### src/rtl/multi_mode_countdown.sv
// multi_mode_countdown
//   Minutes/seconds countdown timer with one-shot and auto-reload modes,
//   pause/resume that keeps the fraction of the current second, and a
//   blinking "finished" indicator.
//
// Parameters
//   TICK_DIV    clk cycles per 1 s tick
//   MIN_W       width of the minutes field
//   MAX_MIN     largest loadable minutes value
//   BLINK_HALF  clk cycles per blink half-period
//
// Ports
//   clk          in   system clock, rising edge
//   rst          in   synchronous active-high reset
//   load         in   pulse: capture load_min/load_sec (clamped) and go IDLE
//   load_min     in   preset minutes
//   load_sec     in   preset seconds
//   start        in   pulse: start, or restart from the preset
//   pause        in   pulse: toggle RUN/PAUSED
//   auto_reload  in   level: 1 = periodic, 0 = one-shot
//   min_out      out  current minutes
//   sec_out      out  current seconds (0..59)
//   running      out  high in RUN
//   finish       out  high in DONE
//   done_pulse   out  one-cycle pulse on every expiry
//   blink        out  50% square wave while in DONE, else 0

module multi_mode_countdown #(
  parameter int unsigned TICK_DIV   = 50000000,
  parameter int unsigned MIN_W      = 7,
  parameter int unsigned MAX_MIN    = 99,
  parameter int unsigned BLINK_HALF = 25000000
) (
  input  logic             clk,
  input  logic             rst,
  input  logic             load,
  input  logic [MIN_W-1:0] load_min,
  input  logic [5:0]       load_sec,
  input  logic             start,
  input  logic             pause,
  input  logic             auto_reload,
  output logic [MIN_W-1:0] min_out,
  output logic [5:0]       sec_out,
  output logic             running,
  output logic             finish,
  output logic             done_pulse,
  output logic             blink
);

  typedef enum logic [1:0] {IDLE, RUN, PAUSED, DONE} state_t;

  localparam logic [MIN_W-1:0] MAX_MIN_V  = MIN_W'(MAX_MIN);
  localparam logic [MIN_W-1:0] MIN_ONE    = MIN_W'(1);
  localparam logic [31:0]      TICK_LAST  = 32'(TICK_DIV - 1);
  localparam logic [31:0]      BLINK_LAST = 32'(BLINK_HALF - 1);

  state_t           state;
  logic [31:0]      tick_cnt;
  logic [31:0]      blink_cnt;
  logic [MIN_W-1:0] preset_min;
  logic [5:0]       preset_sec;
  logic             reload_pending;

  logic [MIN_W-1:0] clamp_min;
  logic [5:0]       clamp_sec;
  logic [MIN_W-1:0] dec_min;
  logic [5:0]       dec_sec;
  logic             tick;
  logic             preset_zero;
  logic             count_zero;
  logic             expire;
  logic             go_done;
  logic             start_ok;

  // Saturate out-of-range load values instead of rejecting them.
  always_comb begin
    clamp_min = load_min;
    clamp_sec = load_sec;
    if (load_min > MAX_MIN_V) clamp_min = MAX_MIN_V;
    if (load_sec > 6'd59) clamp_sec = 6'd59;
  end

  // Value the display would take on the next one-second decrement.
  always_comb begin
    dec_min = min_out;
    dec_sec = sec_out;
    if (sec_out != 6'd0) begin
      dec_sec = sec_out - 6'd1;
    end else if (min_out != '0) begin
      dec_min = min_out - MIN_ONE;
      dec_sec = 6'd59;
    end
  end

  assign tick        = (tick_cnt == TICK_LAST);
  assign preset_zero = (preset_min == '0) && (preset_sec == 6'd0);
  assign count_zero  = (min_out == '0) && (sec_out == 6'd0);
  // A tick that is consuming a pending reload is not an expiry, even at 00:00.
  assign expire      = tick && !reload_pending && (dec_min == '0) && (dec_sec == 6'd0);
  // auto_reload is only looked at here, so a change waits for the next expiry.
  assign go_done     = expire && !(auto_reload && !preset_zero);
  assign start_ok    = start && !((state == IDLE) && count_zero);

  always_ff @(posedge clk) begin
    if (rst) begin
      state          <= IDLE;
      tick_cnt       <= '0;
      blink_cnt      <= '0;
      preset_min     <= '0;
      preset_sec     <= '0;
      reload_pending <= 1'b0;
      min_out        <= '0;
      sec_out        <= '0;
      running        <= 1'b0;
      finish         <= 1'b0;
      done_pulse     <= 1'b0;
      blink          <= 1'b0;
    end else begin
      done_pulse <= 1'b0;
      if (load) begin
        preset_min     <= clamp_min;
        preset_sec     <= clamp_sec;
        min_out        <= clamp_min;
        sec_out        <= clamp_sec;
        tick_cnt       <= '0;
        blink_cnt      <= '0;
        reload_pending <= 1'b0;
        state          <= IDLE;
        running        <= 1'b0;
        finish         <= 1'b0;
        blink          <= 1'b0;
      end else if (start_ok) begin
        // In IDLE the display already equals the preset, so reloading is harmless.
        min_out        <= preset_min;
        sec_out        <= preset_sec;
        tick_cnt       <= '0;
        blink_cnt      <= '0;
        reload_pending <= 1'b0;
        state          <= RUN;
        running        <= 1'b1;
        finish         <= 1'b0;
        blink          <= 1'b0;
      end else begin
        case (state)
          RUN: begin
            if (tick) begin
              tick_cnt <= '0;
              if (reload_pending) begin
                // 00:00 has been shown for one full tick; restart the period.
                min_out        <= preset_min;
                sec_out        <= preset_sec;
                reload_pending <= 1'b0;
              end else begin
                min_out <= dec_min;
                sec_out <= dec_sec;
                if (expire) done_pulse <= 1'b1;
                if (expire && !go_done) reload_pending <= 1'b1;
              end
            end else begin
              tick_cnt <= tick_cnt + 32'd1;
            end
            if (go_done) begin
              state     <= DONE;
              running   <= 1'b0;
              finish    <= 1'b1;
              blink     <= 1'b1;
              blink_cnt <= '0;
            end else if (pause) begin
              state   <= PAUSED;
              running <= 1'b0;
            end
          end
          PAUSED: begin
            // tick_cnt is deliberately left alone so the partial second survives.
            if (pause) begin
              state   <= RUN;
              running <= 1'b1;
            end
          end
          DONE: begin
            if (blink_cnt == BLINK_LAST) begin
              blink_cnt <= '0;
              blink     <= ~blink;
            end else begin
              blink_cnt <= blink_cnt + 32'd1;
            end
          end
          default: begin
          end
        endcase
      end
    end
  end

endmodule

### config.mk
export PLATFORM = sky130hd
export DESIGN_NAME = multi_mode_countdown
export DESIGN_NICKNAME = d
export VERILOG_FILES = /design/src/rtl/multi_mode_countdown.sv
export SDC_FILE = /design/constraint.sdc
export NUM_CORES = 1
export LEC_CHECK = 0
export CORE_UTILIZATION = 40
export CTS_BUF_LIST = sky130_fd_sc_hd__clkbuf_4 sky130_fd_sc_hd__clkbuf_8 sky130_fd_sc_hd__clkbuf_16
export DETAILED_ROUTE_END_ITERATION = 12
export PLACE_DENSITY_LB_ADDON = 0.08
export SYNTH_ARGS = -nofsm -noshare
export SYNTH_HDL_FRONTEND = slang
export SYNTH_SLANG_ARGS = --single-unit
### constraint.sdc
create_clock -name clk -period 2.9 [get_ports clk]
set_input_delay 0.58 -clock clk [delete_from_list [all_inputs] [get_ports clk]]
set_output_delay 0.58 -clock clk [all_outputs]
set_load 0.02 [all_outputs]
==> metrics.md, run 1 <==
| Metric | Value |
|---|---|
| Status | `completed` |
| First-pass GRT wire length | `24200 um` |
| Design Area, Final | `0.00649 mm2` |
| Slew Viols, Final | `0` |
| Post-synth EDFFs | `0` |
| Psw | `903 uW` |
| Vias in the first global route | `4820` |
| Setup TNS | `0 ns` |
| Drt total wl | `14500 um` |
| GRT Overall Usage | `21.2%` |
| Fin worst setup slack | `0.188 ns` |
| Syn Nets | `704` |
| CTS tree | `yes` |
| Die area | `0.0142 mm2` |
| # clock sinks | `97` |
| Worst skew pair latency | `0.36 ns` |
| Remaining global-route overflow | `0` |
| Hold Vio Cnt, Final | `0` |
| Setup crit end kind | `register` |
| Final net count | `749` |
| Post-CTS setup repair buffer count | `0` |
| Min Clock Period, post-route | `2.71 ns` |
| Final GP Congestion | `0.906` |
| Via density | `5.73` |
| Largest area contributor in the netlist | `dfxtp_1` |
| IO buf count | `35` |
| Area contributors post-synth | `dfxtp_1, nor2_1, nand2_1` |
| Comb pwr share | `17.0%` |
| Die width | `119 um` |
| WP buf/inv | `2` |
| Kind of critical path | `register to register` |
| Hold crit path type | `register to register` |
| Placement Cell Area | `0.00612 mm2` |
| Share of post-route cells with drive strength above 1 | `11.6%` |
| Yosys reg bits | `97` |
| Most used cell, CP | `o41ai_4` |
| Largest net degree at the start of global routing | `33` |
| Post-DP HPWL | `10600 um` |
| VDD IR max | `0.376 mV` |
| Num CTS Buffers | `9` |
| Arr. time, crit path | `2.96 ns` |
| Switch share | `26.6%` |
| DR WL/cell | `16.0 um` |
| Clk buf depth | `2` |
| Worst reg-to-reg setup slack | `0.19 ns` |
| Final Cycle Share | `93.5%` |
| DRT antenna net count | `0` |
| CP Launch Type | `register` |
| Initial antenna violation count | `0` |
| Core Footprint | `0.0133 mm2` |
| Hold_ws | `0.490 ns` |
| Cells after Synth | `680` |
| Synth Cell Area | `0.00550 mm2` |
| Remaining DRCs | `0` |
| Drt pass-1 iters | `5` |
| Clock Power Share | `41.5%` |
| Max Clock Skew | `0.00713 ns` |
| DRT iter0 DRCs | `389` |
| Critical Path Fanout Max | `19` |
| Reg clk slew, reported paths | `0.07 ns` |
| Top FF cell, synth | `dfxtp_1` |
| Max-cap violations | `0` |
| Area Overhead vs Synth | `18.0%` |
| Highest-delay cell along the critical path | `o41ai_4` |
| RSZ-0062 raised after global routing | `false` |
| P per Cell Area | `522 mW/mm2` |
| Via count | `5188` |
| Worst slew margin | `56.8%` |
| # diodes | `0` |
| Warnings from Yosys | `0` |
| Post-Route Utilization | `48.6%` |
| FP Rows | `42` |
| Cell Int Power | `2.49 mW` |
| Static leakage | `2.37 nW` |
| Fraction of registers with async set/reset | `0%` |
| Pre-CTS setup slack | `0.179 ns` |
| CP top delay family | `compound AO/OA/AOI/OAI gates` |
| Slew @ Worst Pin | `0.643 ns` |
| CTS root buffer | `clkbuf_16` |
| Cell Chain, Critical Path | `inv_1, ha_1, nor3b_2, nand2_1, o41ai_4, nand4_2, o41ai_4, buf_12, nor2_4, a211o_1` |
| Post-Syn Area per Cell | `8.08 um2` |
| Max stage delay on crit path | `0.38 ns` |
| Share of power burned in registers | `41.5%` |
| Starting Density | `41.2%` |
| Final setup viols | `0` |
| Max Clock Freq | `369 MHz` |
| Distinct cells, synth | `78` |
| Share of the synthesized area in the top cell type | `35.3%` |
| H-tree Lvls | `3` |
| Required time of the worst setup path | `3.15 ns` |
| Top Ports | `36` |
| Die H | `119 um` |
| Register area share after synthesis | `35.3%` |
## cell usage in the layout (no fill, tap or decap), drive strengths merged, types with 5 or more instances in the layout
| master | count |
|---|---|
| dfxtp | 97 |
| nor2 | 91 |
| nand2 | 69 |
| buf | 37 |
| clkdlybuf4s50 | 35 |
| a21oi | 35 |
| o21ai | 31 |
| nor3 | 28 |
| nand4 | 28 |
| nand3 | 26 |
| xor2 | 23 |
| nor4 | 19 |
| and3 | 18 |
| mux2i | 13 |
| inv | 11 |
| a211oi | 11 |
| or3 | 10 |
| clkbuf | 10 |
| a21o | 9 |
| nand2b | 9 |
| xnor2 | 9 |
| and4 | 8 |
| a31oi | 8 |
| o22ai | 7 |
| nor2b | 5 |
| and2 | 5 |
| a311oi | 5 |
| a22o | 5 |
| ha | 5 |
| nor3b | 5 |
## final timing paths
check | endpoint | cells past startpoint | startpoint
max reg2reg | blink_cnt[14] | 10 | sec_out[0]
max | blink_cnt[14] | 10 | sec_out[0]
min reg2reg | tick_cnt[23] | 2 | tick_cnt[23]
min | tick_cnt[23] | 2 | tick_cnt[23]
## through the flow
step	instances	total power [mW]
after floorplan	680	1.81
after global placement	890	2.00
after detailed placement	890	2.00
after CTS	906	3.43
after global routing	906	3.55
final	906	3.39
## kinds of logic (layout without fill, tap and decap cells)
| group | Yosys count | after routing | share of synthesized area, % |
|---|---|---|---|
| flip-flops | 97 | 97 | 35.3 |
| buffers and inverters | 48 | 98 | 5.10 |
| AND/OR/NAND/NOR | 339 | 339 | 32.2 |
| adder cells (fa/ha/maj) | 5 | 5 | 1.14 |
| multiplexers | 15 | 15 | 2.78 |
| XOR/XNOR | 32 | 32 | 5.10 |
| AO/OA/AOI/OAI | 144 | 144 | 18.4 |
## sequential cells by signal (all words and copies together) (netlist names)
name / flops
reload_pending: 1
blink_cnt: 32
running: 1
blink: 1
preset_min: 7
finish: 1
sec_out: 6
tick_cnt: 32
min_out: 7
done_pulse: 1
state: 2
preset_sec: 6
## cells in the mapped netlist, types with 3 or more instances
| cell type | n |
|---|---|
| a211o_1 | 4 |
| a211oi_1 | 9 |
| a21o_1 | 9 |
| a21oi_1 | 35 |
| a22o_1 | 5 |
| a311oi_1 | 5 |
| a31oi_1 | 8 |
| and2_1 | 5 |
| and3_1 | 18 |
| and4_1 | 8 |
| buf_1 | 3 |
| buf_2 | 4 |
| buf_6 | 3 |
| clkbuf_1 | 22 |
| dfxtp_1 | 97 |
| ha_1 | 5 |
| inv_1 | 10 |
| mux2i_1 | 13 |
| nand2_1 | 68 |
| nand2b_1 | 9 |
| nand3_1 | 26 |
| nand4_1 | 26 |
| nor2_1 | 89 |
| nor2b_1 | 5 |
| nor3_1 | 28 |
| nor3b_1 | 4 |
| nor4_1 | 18 |
| nor4b_1 | 4 |
| o21a_1 | 4 |
| o21ai_0 | 30 |
| o221ai_1 | 3 |
| o22ai_1 | 7 |
| or2_2 | 3 |
| or3_1 | 9 |
| xnor2_1 | 9 |
| xor2_1 | 23 |
## power groups by stage
stage / clock network (mW) / logic [mW] / registers (mW)
3_3_place_gp: 0 / 0.567 / 1.43
5_1_grt: 1.50 / 0.631 / 1.41
4_1_cts: 1.46 / 0.570 / 1.40
2_1_floorplan: 0 / 0.365 / 1.44
3_5_place_dp: 0 / 0.568 / 1.44
6_report: 1.41 / 0.576 / 1.41
## worst min-delay path, delay by kind of cell, from the launching register on
kind	cells	cell delay [ns]
flip-flops	1	0.32
AO/OA/AOI/OAI	2	0.13
## what timing repair did
action	4_1_cts	5_1_grt
resized for setup	0	4
setup endpoints to repair	0	4
hold buffers	0	0
## per-layer routing
metal  share of wire [%]  GRT usage, %  wire length (um)  up-vias
li1                    -             -                 -     2586
met1                  48          28.2              6940     2468
met2                  46          34.0              6700      119
met3                 4.5          5.12               654       15
met4                 1.4          6.17               202        0
met5                   0             0                 0        -
## cell type report
cell class | count | area, um2
Fill cell | 1330 | 6860
Multi-Input combinational cell | 535 | 3290
Sequential cell | 97 | 1940
Timing Repair Buffer | 72 | 641
Clock buffer | 10 | 239
Tap cell | 176 | 220
Clock inverter | 6 | 114
Inverter | 10 | 37.5
Note: power is estimated with default switching activity, not from simulation.
==> run 2, diff against run 1 <==
PLACE_DENSITY_LB_ADDON = 0.1   (was 0.08)
==> run 2 against run 1 <==
  * Sequential cell count did not move
  * Clock power increased by 6%
  * Combinational power up 0.7%
  * Clock skew grew 0.0028 ns
  * First-iteration DRC count fell by 13%
  * Global-route usage about the same
  * Critical path type unchanged
==> metrics.md, run 2 (synthesized netlist as in run 1, its figures left out) <==
| Metric | Value |
|---|---|
| Die H | `119 um (unchanged)` |
| Critical Path Fanout Max | `19 (unchanged)` |
| # diodes | `0 (unchanged)` |
| FP Rows | `42 (unchanged)` |
| Final GP Congestion | `0.876 (-3.3%)` |
| Final net count | `747 (-0.27%)` |
| Static leakage | `2.38 nW (+0.42%)` |
| R2R cell count | `10 (unchanged)` |
| CTS tree | `yes` |
| Required time of the worst setup path | `3.15 ns (about the same)` |
| Clk buf depth | `2 (unchanged)` |
| Commonest non-fill, non-tap cell in the layout | `dfxtp_1` |
| Commonest cells after routing, fill and taps aside | `dfxtp_1, nor2_1, nand2_1, a21oi_1, clkdlybuf4s50_1` |
| Reg-to-Reg Start | `min_out[1]` |
| Slew Viols, Final | `0 (unchanged)` |
| DRT iter0 DRCs | `339 (-13%)` |
| Post-CTS setup repair buffer count | `0 (unchanged)` |
| Setup crit end kind | `register` |
| Die width | `119 um (unchanged)` |
| Arr. time, crit path | `2.98 ns (+0.02 ns)` |
| Max Clock Freq | `366 MHz (-0.69%)` |
| Hold Crit Depth | `2 (unchanged)` |
| Most Crowded Layer GR | `met2` |
| Worst reg-to-reg setup slack | `0.17 ns (-0.02 ns)` |
| Largest net degree at the start of global routing | `43 (+30%)` |
| RSZ-0062 raised after global routing | `false` |
| Num CTS Buffers | `9 (unchanged)` |
| CTS-repair resized insts | `0 (unchanged)` |
| VDD IR max | `0.420 mV (+12%)` |
| Met3 Resource Use GR | `4.45% (-0.67 points)` |
| Setup TNS | `0 ns (unchanged)` |
| H-tree Lvls | `3 (unchanged)` |
| Top Ports | `36 (unchanged)` |
| Vias in the first global route | `4811 (-0.19%)` |
| Fin worst setup slack | `0.169 ns (-0.0189 ns)` |
| Final setup viols | `0 (unchanged)` |
| Hold crit path type | `register to register` |
| Hold Crit Start | `tick_cnt[1]` |
| GRT Overall Usage | `21.2% (-0.042 points)` |
| CP Launch Type | `register` |
| Pre-CTS setup slack | `0.123 ns (-0.0555 ns)` |
| Cts hold-fix bufs | `0 (unchanged)` |
| Min Clock Period, post-route | `2.73 ns (+0.0189 ns)` |
| Reg clk slew, reported paths | `0.07 ns (about the same)` |
| First-pass GRT wire length | `24100 um (-0.14%)` |
| Drt pass-1 iters | `5 (unchanged)` |
| Hold Path End | `tick_cnt[1]` |
| Die area | `0.0142 mm2 (unchanged)` |
| Max Clock Skew | `0.00990 ns (+0.00277 ns)` |
| Worst slew margin | `58.2% (+1.4 points)` |
| Initial antenna violation count | `0 (unchanged)` |
| DRT antenna net count | `0 (unchanged)` |
| Via density | `5.64 (-1.5%)` |
| Kind of critical path | `register to register` |
| Core Footprint | `0.0133 mm2 (unchanged)` |
| Slew @ Worst Pin | `0.622 ns (-0.0212 ns)` |
| Status | `completed` |
| Met1 Resource Use GR | `27.8% (-0.31 points)` |
| Via count | `5099 (-1.7%)` |
| Share of post-route cells with drive strength above 1 | `11.1% (-0.52 points)` |
| Global-route met2 utilization | `34.4% (+0.40 points)` |
| IO buf count | `35 (unchanged)` |
| Drt total wl | `14500 um (about the same)` |
| Post-DP HPWL | `10400 um (-1.2%)` |
| CTS root buffer | `clkbuf_16` |
| Remaining DRCs | `0 (unchanged)` |
| DR WL/cell | `16.0 um (+0.27%)` |
| Final Cycle Share | `94.2% (+0.65 points)` |
| Hold Vio Cnt, Final | `0 (unchanged)` |
| Largest regs | `blink_cnt x32, tick_cnt x32` |
| # fillers | `1398 (+5.1%)` |
| Area Overhead vs Synth | `18.2%` |
| # clock sinks | `97 (unchanged)` |
| Starting Density | `41.2% (unchanged)` |
| Worst skew pair latency | `0.36 ns (about the same)` |
| Max-cap violations | `0 (unchanged)` |
| RR Endpoint | `blink_cnt[24]` |
| Remaining global-route overflow | `0 (unchanged)` |
| P per Cell Area | `536 mW/mm2 (+2.6%)` |
## run 2: cell count changes in the layout (fill, tap and decap cells not counted), sizes merged
cell,previous run,this run
clkinvlp,2,1
buf,37,35
bufinv,3,4
## run 2: worst max path at each step
stage                start             to  slack (ns)  cells past startpoint
2_1_floorplan   sec_out[1]  blink_cnt[22]        0.04                     11
3_3_place_gp    min_out[1]  blink_cnt[24]        0.28                     10
3_5_place_dp   tick_cnt[0]  blink_cnt[24]        0.12                      9
4_1_cts        tick_cnt[0]  blink_cnt[24]        0.10                      9
5_1_grt         sec_out[0]  blink_cnt[29]        0.03                      8
6_report        min_out[1]  blink_cnt[24]        0.17                     10
## run 2: where the power goes
group	internal, mW	leakage (nW)	switching (mW)	total (mW)
registers	1.36	0.787	0.0389	1.40
logic	0.255	1.41	0.325	0.580
clock network	0.957	0.179	0.545	1.50
total	2.58	2.38	0.908	3.48
## run 2: area by class of cell
class	instances	area, um2	share of cell area [%]
Clock buffer	10	239	3.68
Clock inverter	6	136	2.10
Inverter	10	37.5	0.577
Multi-Input combinational cell	535	3290	50.5
Sequential cell	97	1940	29.9
Tap cell	176	220	3.39
Timing Repair Buffer	70	638	9.82
## run 2: critical path, cell delays in order, from the launching register on
cell and delay (ns):
dfxtp_1 0.45, inv_1 0.10, ha_1 0.22, nor3b_2 0.17, nand4_1 0.12, mux2i_1 0.31
nand4_2 0.22, o41ai_4 0.45, buf_12 0.21, nor2_4 0.08, a211o_1 0.29
## run 2: per-stage QoR
step	std cells	total power [mW]	area [um2]	util (%)	hold slack, ns
after floorplan	680	1.81	5500	-	0.442
after CTS	904	3.51	6490	48.6	0.488
after global placement	888	2.01	6110	45.8	0.462
after global routing	904	3.62	6500	48.7	0.501
final	904	3.48	6500	48.7	0.483
after detailed placement	888	2.01	6110	45.8	0.474
## run 2: layer usage
metal  up-vias  part of all wire [%]
li1       2581                     -
met1      2413                    48
met2        81                    46
met3        24                   3.5
met4         0                   1.9
met5         -                     0
==> run 3, diff against run 2 <==
clock period = 3.1 ns   (was 2.9 ns; I/O delays follow)
==> run 3 against run 2 <==
  * Final cell count shrank 1.3%
  * Die area is the same
  * Critical endpoint unchanged
  * Highest routed layer unchanged
  * Register-to-register slack is essentially flat
  * Clock-buffer cell count grew 2
==> metrics.md, run 3 (synthesized netlist as in run 1, its figures left out) <==
| Metric | Value |
|---|---|
| Status | `completed` |
| Via count | `5126 (+0.53%)` |
| DRT antenna net count | `0 (unchanged)` |
| Final net count | `735 (-1.6%)` |
| Clk buf depth | `2 (unchanged)` |
| Tot Pwr | `3.00 mW (-14%)` |
| Setup TNS | `0 ns (unchanged)` |
| Hold crit path type | `register to register` |
| Arr. time, crit path | `3.15 ns (+0.17 ns)` |
| CTS tree | `yes` |
| Top Ports | `36 (unchanged)` |
| Static leakage | `2.27 nW (-4.3%)` |
| DRT iter0 DRCs | `338 (-0.29%)` |
| Min Clock Period, post-route | `2.92 ns (+0.186 ns)` |
| RR Endpoint | `blink_cnt[24]` |
| Drt pass-1 iters | `5 (unchanged)` |
| Die width | `119 um (unchanged)` |
| Max-cap violations | `0 (unchanged)` |
| Worst slew margin | `55.3% (-2.9 points)` |
| Worst skew pair latency | `0.35 ns (about the same)` |
| Via density | `5.75 (+1.9%)` |
| FP Rows | `42 (unchanged)` |
| CTS root buffer | `clkbuf_16` |
| H-tree Lvls | `3 (unchanged)` |
| IO buf count | `35 (unchanged)` |
| Final GP Congestion | `0.854 (-2.5%)` |
| Hold_ws | `0.473 ns (-0.00963 ns)` |
| Max Clock Skew | `0.0104 ns (+0.000448 ns)` |
| Reg-to-Reg Start | `min_out[1]` |
| Hold Vio Cnt, Final | `0 (unchanged)` |
| Remaining DRCs | `0 (unchanged)` |
| Die area | `0.0142 mm2 (unchanged)` |
| Worst reg-to-reg setup slack | `0.18 ns (about the same)` |
| Cell Chain, Critical Path | `inv_1, ha_1, and2b_2, a211oi_4, nand4_1, o311a_2, o41ai_4, buf_4, nor2_4, a211o_1` |
| GRT Overall Usage | `21.7% (+0.55 points)` |
| R2R cell count | `10 (unchanged)` |
| Slew Viols, Final | `0 (unchanged)` |
| Core Footprint | `0.0133 mm2 (unchanged)` |
| # diodes | `0 (unchanged)` |
| Initial antenna violation count | `0 (unchanged)` |
| Critical Path Fanout Max | `19 (unchanged)` |
| Max stage delay on crit path | `0.46 ns (about the same)` |
| P per Cell Area | `475 mW/mm2 (-11%)` |
| Final Cycle Share | `94.1% (about the same)` |
| Worst Setup SP | `min_out[1]` |
| Num CTS Buffers | `9 (unchanged)` |
| Kind of critical path | `register to register` |
| Cts hold-fix bufs | `0 (unchanged)` |
| Highest-delay cell along the critical path | `dfxtp_1` |
| Share of post-route cells with drive strength above 1 | `9.50% (-1.6 points)` |
| Final std cells w/o fill | `892 (-1.3%)` |
| First-pass GRT wire length | `24500 um (+1.7%)` |
| Remaining global-route overflow | `0 (unchanged)` |
| CP Launch Type | `register` |
| Largest net degree at the start of global routing | `42 (-2.3%)` |
| RSZ-0062 raised after global routing | `false` |
| Starting Density | `41.2% (unchanged)` |
| Worst Setup EP | `blink_cnt[24]` |
| Post-DP HPWL | `10600 um (+1.8%)` |
| Required time of the worst setup path | `3.34 ns (+0.19 ns)` |
| Final setup viols | `0 (unchanged)` |
| Setup crit end kind | `register` |
| VDD IR max | `0.341 mV (-19%)` |
| # clock sinks | `97 (unchanged)` |
| Post-Route Utilization | `47.3% (-1.3 points)` |
| Slew @ Worst Pin | `0.665 ns (+0.0436 ns)` |
| Placed cell count | `876 (-1.4%)` |
| Vias in the first global route | `4758 (-1.1%)` |
| Area Overhead vs Synth | `15.0%` |
| Commonest non-fill, non-tap cell in the layout | `dfxtp_1` |
| Drt total wl | `14800 um (+2.1%)` |
| DR WL/cell | `16.6 um (+3.5%)` |
| Largest regs | `blink_cnt x32, tick_cnt x32` |
| Max Clock Freq | `343 MHz (-6.4%)` |
| Commonest cells after routing, fill and taps aside | `dfxtp_1, nor2_1, nand2_1, a21oi_1, clkdlybuf4s50_1` |
| Reg clk slew, reported paths | `0.07 ns (about the same)` |
| Die H | `119 um (unchanged)` |
[run 3: how the worst min path moves through the flow]
| stage | end | start | slack [ns] | depth (start not counted) |
|---|---|---|---|---|
| floorplan | blink_cnt[22] | blink_cnt[22] | 0.44 | 1 |
| global placement | tick_cnt[1] | tick_cnt[1] | 0.46 | 2 |
| detailed placement | blink_cnt[22] | blink_cnt[22] | 0.46 | 1 |
| CTS | blink_cnt[22] | blink_cnt[22] | 0.48 | 1 |
| global route | blink_cnt[13] | blink_cnt[13] | 0.50 | 1 |
| finish | blink_cnt[22] | blink_cnt[22] | 0.47 | 1 |
[run 3: critical path: cells and delay by family (launching register included)]
kind                       cells  cell delay (ns)
buffers and inverters          2             0.41
AOI/OAI and AO/OA              4             1.19
DFF                            1             0.46
and+or+nand+nor                3             0.49
adders and majority gates      1             0.23
[run 3: per-stage QoR]
stage,area [um2],worst slack (ns)
2_1_floorplan,5500,0.151
3_3_place_gp,6000,0.271
3_5_place_dp,6000,0.197
4_1_cts,6310,0.168
5_1_grt,6320,0.00171
6_report,6320,0.183
[run 3: area by class of cell]
cell class                      instances  area [um2]
Fill cell                            1365        7030
Multi-Input combinational cell        535        3290
Sequential cell                        97        1940
Timing Repair Buffer                   58         523
Clock buffer                           12         260
Tap cell                              176         220
Clock inverter                          4        51.3
Inverter                               10        37.5
[run 3: what timing repair did]
| item | 4_1_cts | 5_1_grt |
|---|---|---|
| setup buffers | 0 | 0 |
| endpoints found under the setup margin | 0 | 16 |
| gates resized for setup | 0 | 2 |
[run 3: metal layers]
layer	global-route usage, %	wire length, um	vias up
met5	0	0	-
met4	7.04	221	0
met3	4.02	672	19
met2	33.4	6580	109
met1	30.5	7330	2436
li1	-	-	2562
[run 3: power by group]
| part | internal (mW) | switching (mW) | total [mW] | leakage [nW] |
|---|---|---|---|---|
| sequential | 1.27 | 0.0447 | 1.32 | 0.787 |
| clock | 0.679 | 0.487 | 1.17 | 0.152 |
| combinational | 0.215 | 0.300 | 0.514 | 1.33 |
